<file path="src/rtl/rom_arb_pkg.sv">
// Shared types and constants for the round-robin ROM arbiter and its picker.
package rom_arb_pkg;

  typedef enum logic [1:0] {
    IDLE = 2'd0,
    READ = 2'd1,
    RESP = 2'd2
  } state_t;

  localparam int                   CNT_WIDTH = 16;
  localparam logic [CNT_WIDTH-1:0] CNT_MAX   = 16'hFFFF;

endpackage

</file>
<file path="src/rtl/rr_pick.sv">
// Combinational round-robin picker: the search starts one past last_grant and wraps.
// Zero latency; grant is all-zero when no request is pending.
module rr_pick #(
  parameter int NUM_REQ = 2,
  parameter int IDX_W   = 1
) (
  input  logic [NUM_REQ-1:0] req_valid,
  input  logic [IDX_W-1:0]   last_grant,
  output logic [NUM_REQ-1:0] grant,
  output logic [IDX_W-1:0]   winner
);

  // Walk priorities from lowest to highest so the highest-priority match is written last.
  always_comb begin
    grant  = '0;
    winner = '0;
    for (int k = NUM_REQ; k >= 1; k--) begin
      for (int i = 0; i < NUM_REQ; i++) begin
        if (req_valid[i] && (i == ((int'(last_grant) + k) % NUM_REQ))) begin
          grant    = '0;
          grant[i] = 1'b1;
          winner   = IDX_W'(i);
        end
      end
    end
  end

endmodule

</file>
<file path="src/rtl/rom_arbiter.sv">
// Round-robin arbiter sharing one combinational ROM; request-to-response latency 2 cycles,
// one transaction in flight, response held until rsp_ready. ROM_ARB_STATS_EN adds grant_cnt.
module rom_arbiter
  import rom_arb_pkg::*;
#(
  parameter int DATA_WIDTH = 8,
  parameter int ADDR_WIDTH = 3,
  parameter int NUM_REQ    = 2
) (
  input  logic                          clk,
  input  logic                          reset_n,
  input  logic [NUM_REQ-1:0]            req_valid,
  input  logic [NUM_REQ*ADDR_WIDTH-1:0] req_addr,
  output logic [NUM_REQ-1:0]            req_ready,
  output logic [NUM_REQ-1:0]            rsp_valid,
  output logic [DATA_WIDTH-1:0]         rsp_data,
  input  logic [NUM_REQ-1:0]            rsp_ready,
  output logic [ADDR_WIDTH-1:0]         rom_addr,
  input  logic [DATA_WIDTH-1:0]         rom_q
`ifdef ROM_ARB_STATS_EN
  ,
  output logic [NUM_REQ*CNT_WIDTH-1:0]  grant_cnt
`endif
);

  localparam int IDX_W = $clog2(NUM_REQ);

  state_t                  state_q, state_d;
  logic [IDX_W-1:0]        last_grant;
  logic [IDX_W-1:0]        cur_id;
  logic [IDX_W-1:0]        win_idx;
  logic [NUM_REQ-1:0]      win_grant;
  logic [ADDR_WIDTH-1:0]   win_addr;
  logic                    req_hs;

  rr_pick #(
    .NUM_REQ (NUM_REQ),
    .IDX_W   (IDX_W)
  ) u_pick (
    .req_valid  (req_valid),
    .last_grant (last_grant),
    .grant      (win_grant),
    .winner     (win_idx)
  );

  always_comb begin
    win_addr = '0;
    for (int i = 0; i < NUM_REQ; i++) begin
      if (win_grant[i]) win_addr = req_addr[i*ADDR_WIDTH +: ADDR_WIDTH];
    end
  end

  // The picker only ever grants a valid requester, so any grant in IDLE is a handshake.
  assign req_hs = (state_q == IDLE) && (|win_grant);

  always_comb begin
    state_d   = state_q;
    req_ready = '0;
    rsp_valid = '0;
    case (state_q)
      IDLE: begin
        req_ready = win_grant;
        if (|win_grant) state_d = READ;
      end
      READ: state_d = RESP;
      RESP: begin
        rsp_valid[cur_id] = 1'b1;
        if (rsp_ready[cur_id]) state_d = IDLE;
      end
      default: state_d = IDLE;
    endcase
  end

  always_ff @(posedge clk or negedge reset_n) begin
    if (!reset_n) begin
      state_q    <= IDLE;
      last_grant <= IDX_W'(NUM_REQ - 1);
      cur_id     <= '0;
      rom_addr   <= '0;
      rsp_data   <= '0;
    end else begin
      state_q <= state_d;
      if (req_hs) begin
        last_grant <= win_idx;
        cur_id     <= win_idx;
        rom_addr   <= win_addr;
      end
      if (state_q == READ) rsp_data <= rom_q;
    end
  end

`ifdef ROM_ARB_STATS_EN
  logic [NUM_REQ-1:0][CNT_WIDTH-1:0] cnt_q;

  always_ff @(posedge clk or negedge reset_n) begin
    if (!reset_n) begin
      cnt_q <= '0;
    end else begin
      for (int i = 0; i < NUM_REQ; i++) begin
        if (req_hs && win_grant[i] && (cnt_q[i] != CNT_MAX)) cnt_q[i] <= cnt_q[i] + 1'b1;
      end
    end
  end

  assign grant_cnt = cnt_q;
`endif

endmodule
</file>
<file path="config.mk">
export PLATFORM = sky130hd
export DESIGN_NAME = rom_arbiter
export DESIGN_NICKNAME = d
export VERILOG_FILES = /design/src/rtl/rom_arb_pkg.sv /design/src/rtl/rr_pick.sv /design/src/rtl/rom_arbiter.sv
export SDC_FILE = /design/constraint.sdc
export NUM_CORES = 1
export LEC_CHECK = 0
export CAP_MARGIN = 0
export CORE_MARGIN = 1.5
export CORE_UTILIZATION = 38
export DETAILED_ROUTE_END_ITERATION = 7
export PLACE_DENSITY = 0.81
export SLEW_MARGIN = 10
export SYNTH_ARGS = -nofsm -noshare
export SYNTH_HDL_FRONTEND = slang
export SYNTH_SLANG_ARGS = --single-unit
</file>
<file path="constraint.sdc">
create_clock -name clk -period 1.3 [get_ports clk]
set_input_delay 0.195 -clock clk [delete_from_list [all_inputs] [get_ports clk]]
set_output_delay 0.195 -clock clk [all_outputs]
set_load 0.02 [all_outputs]
</file>
==> metrics <==
DRC viols=0; worst setup path startpoint=last_grant; Async SR Flop Fraction=100%; ys flop type=dfrtp_1; worst r2r src=state_q[1]; Reg clk slew, reported paths=0.09 ns; sequential-to-total area share from yosys stat=55.9%; net count reported at finish=121; DP Wirelength=1190 um; CP required=1.11 ns; final hold violation count=0; critical path's slowest cell=dfstp_2; slowest cell delay on critical path=0.56 ns; FF-to-FF setup slack=0.02 ns; # rows=15; die width=45.1 um; PortBufs=34; Yosys warnings=0; vias per inst=5.01; final clock skew=0.00169 ns; starting density of the core=39.9%; Avg Inst Size Synth=12.2 um2; RSZ-0062 raised after global routing=true; first-pass GRT wire length=2780 um; DIE AREA=0.00203 mm2; IO Pins=35; number of diodes=0; root buf cell=clkbuf_4; crit end category=primary output; Final WS setup=-0.155 ns; CTS tree=yes; # clock sinks=15; Slew Limit Fails=0; Slew @ Worst Pin=0.299 ns; vias in the first global route=674; share of the synthesized area in the top cell type=52.0%; global route overflow=0; Max IR drop VDD=0.00112 V; vias=586; worst hold slack=0.216 ns; drt pass-1 iters=4; CP Depth=4; Netlist Area Pre-Place=673 um2; minimum clock period=1.45 ns; power consumption=0.00266 W; failing checks=negative setup slack; status=complete, but fails checks; Overall Global Routing Usage=19.3%; max_slew headroom=80.0%; met2 routed WL=917 um; Crit path max-delay family=flip-flops; area delta synth->final=67.8%; Reg power frac=32.7%; MaxCap Viol Count=0; Int Pwr=0.00164 W; Chip Height=45.1 um; M1 WL=729 um; switching share of power=38.3%; Synth area leaders=dfrtp_1 52%, mux2_4 18%, inv_1 5.0%, dfstp_2 3.9%, o221ai_1 3.9%; initial antenna violation count=0; post-synth cell types=15; PD cells=2360 mW/mm2; Final period util=112%; Mapped Nets=75; # H-tree levels=1; largest net degree at the start of global routing=16; CP max FO=3; Combinational Power Share=57.3%; R2R cell count=4; CTS Buf Count=3; WL met3=62 um; switching pwr=0.00102 W; proportion of power drawn by the clock network=10.0%; CTS max path bufs=2; FMAX=687 MHz; core area=0.00169 mm2; Final GP Congestion=0.751; number of synthesized flops with an enable pin=0; Worst Path Buf+Inv=2; Top Layer Used=met4; initial DRC count=5; min-delay worst type=in -> async; Post-DRT Antenna Nets=0; critical path capture point=req_ready[0]; most numerous cell in the Yosys netlist=dfrtp_1; cell-by-cell trace of the critical path=nand2b_4 > nand3_2 > inv_2 > buf_6; Final Setup Violations=4; CP Class=reg -> out; post-synth top area cell=dfrtp_1; WL final=1730 um; clock latency on the worst-skew pair=0.28 ns; top post-synthesis cells by count=14 x dfrtp_1, 9 x inv_1, 8 x mux2_4; P_leak=0.575 nW; nature of the critical path startpoint=register; Worst Path Arrival=1.26 ns; Cells after Synth=55; fillcell total=136; layout cells sized above 1=34.0%; RR Endpoint=rsp_data[0]; Synth Register Bits=15; drt wl/cell=14.8 um
==> power by group through the flow <==
stage,sequential (W),clock (W),combinational (W)
2_1_floorplan,0.00106,0,0.000643
3_3_place_gp,0.000854,0,0.00149
3_5_place_dp,0.000874,0,0.00152
4_1_cts,0.000868,0.000280,0.00146
5_1_grt,0.000904,0.000292,0.00162
6_report,0.000872,0.000266,0.00152
==> layout make-up <==
class | count | area [um2] | area share [%]
clock buffer | 4 | 26.3 | 2.33
inverter | 9 | 33.8 | 2.99
multi-input combinational | 30 | 284 | 25.1
sequential | 15 | 377 | 33.3
tap | 17 | 21.3 | 1.88
timing repair buffer | 42 | 388 | 34.3
==> logic make-up after synthesis <==
logic type | count (synthesis) | synth area share (%)
AOI/OAI and AO/OA | 9 | 9.11
buffers and inverters | 10 | 6.69
and+or+nand+nor | 12 | 8.74
DFF | 15 | 55.9
muxes | 9 | 19.5
==> timing repair <==
| action | CTS | global route |
|---|---|---|
| gates resized for setup | 38 | 8 |
| hold buffers | 0 | 0 |
| setup buffers | 1 | 0 |
| setup endpoints to repair | 16 | 15 |
| hold endpoints to repair | 0 | 0 |
| pin swaps | 0 | 1 |
==> metal layers <==
metal	vias up	GRT usage (%)
li1	274	-
met1	294	20.8
met2	16	34.9
met3	2	2.40
met4	0	12.9
met5	-	0
==> metrics by stage <==
stage	instance area, um2	TNS [ns]	setup slack (ns)	util [%]	cells
final	1130	-0.498	-0.155	66.9	117
after global routing	1130	-0.716	-0.188	66.9	117
after floorplan	673	0	0.176	-	55
after CTS	1100	-0.437	-0.147	65.3	117
after global placement	1080	-1.21	-0.404	63.7	112
after detailed placement	1080	-1.31	-0.415	63.7	112
==> sequential cells by signal, indices dropped and copies added (netlist names) <==
signal,count
rom_addr,3
last_grant,1
cur_id,1
rsp_data,8
state_q,2
==> placed cells by master (no fill, tap or decap), drive strengths merged <==
| cell type | instances |
|---|---|
| nand3 | 2 |
| dfstp | 1 |
| buf | 12 |
| a21o | 2 |
| o221ai | 3 |
| clkdlybuf4s50 | 19 |
| dlygate4sd2 | 11 |
| nor2 | 5 |
| o21ai | 4 |
| or2b | 1 |
| mux2 | 9 |
| or2 | 1 |
| inv | 9 |
| nand2 | 1 |
| dfrtp | 14 |
| clkbuf | 4 |
| nand2b | 2 |
==> worst min-delay path by stage <==
stage                       end  slack, ns  cells past startpoint
floorplan                cur_id      -0.10                      0
global placement    rsp_data[4]       0.49                      1
detailed placement  rsp_data[6]       0.50                      1
CTS                 rsp_data[2]       0.21                      2
global route        rsp_data[2]       0.22                      2
finish              rsp_data[2]       0.22                      2
(Power assumes the default switching activity.)
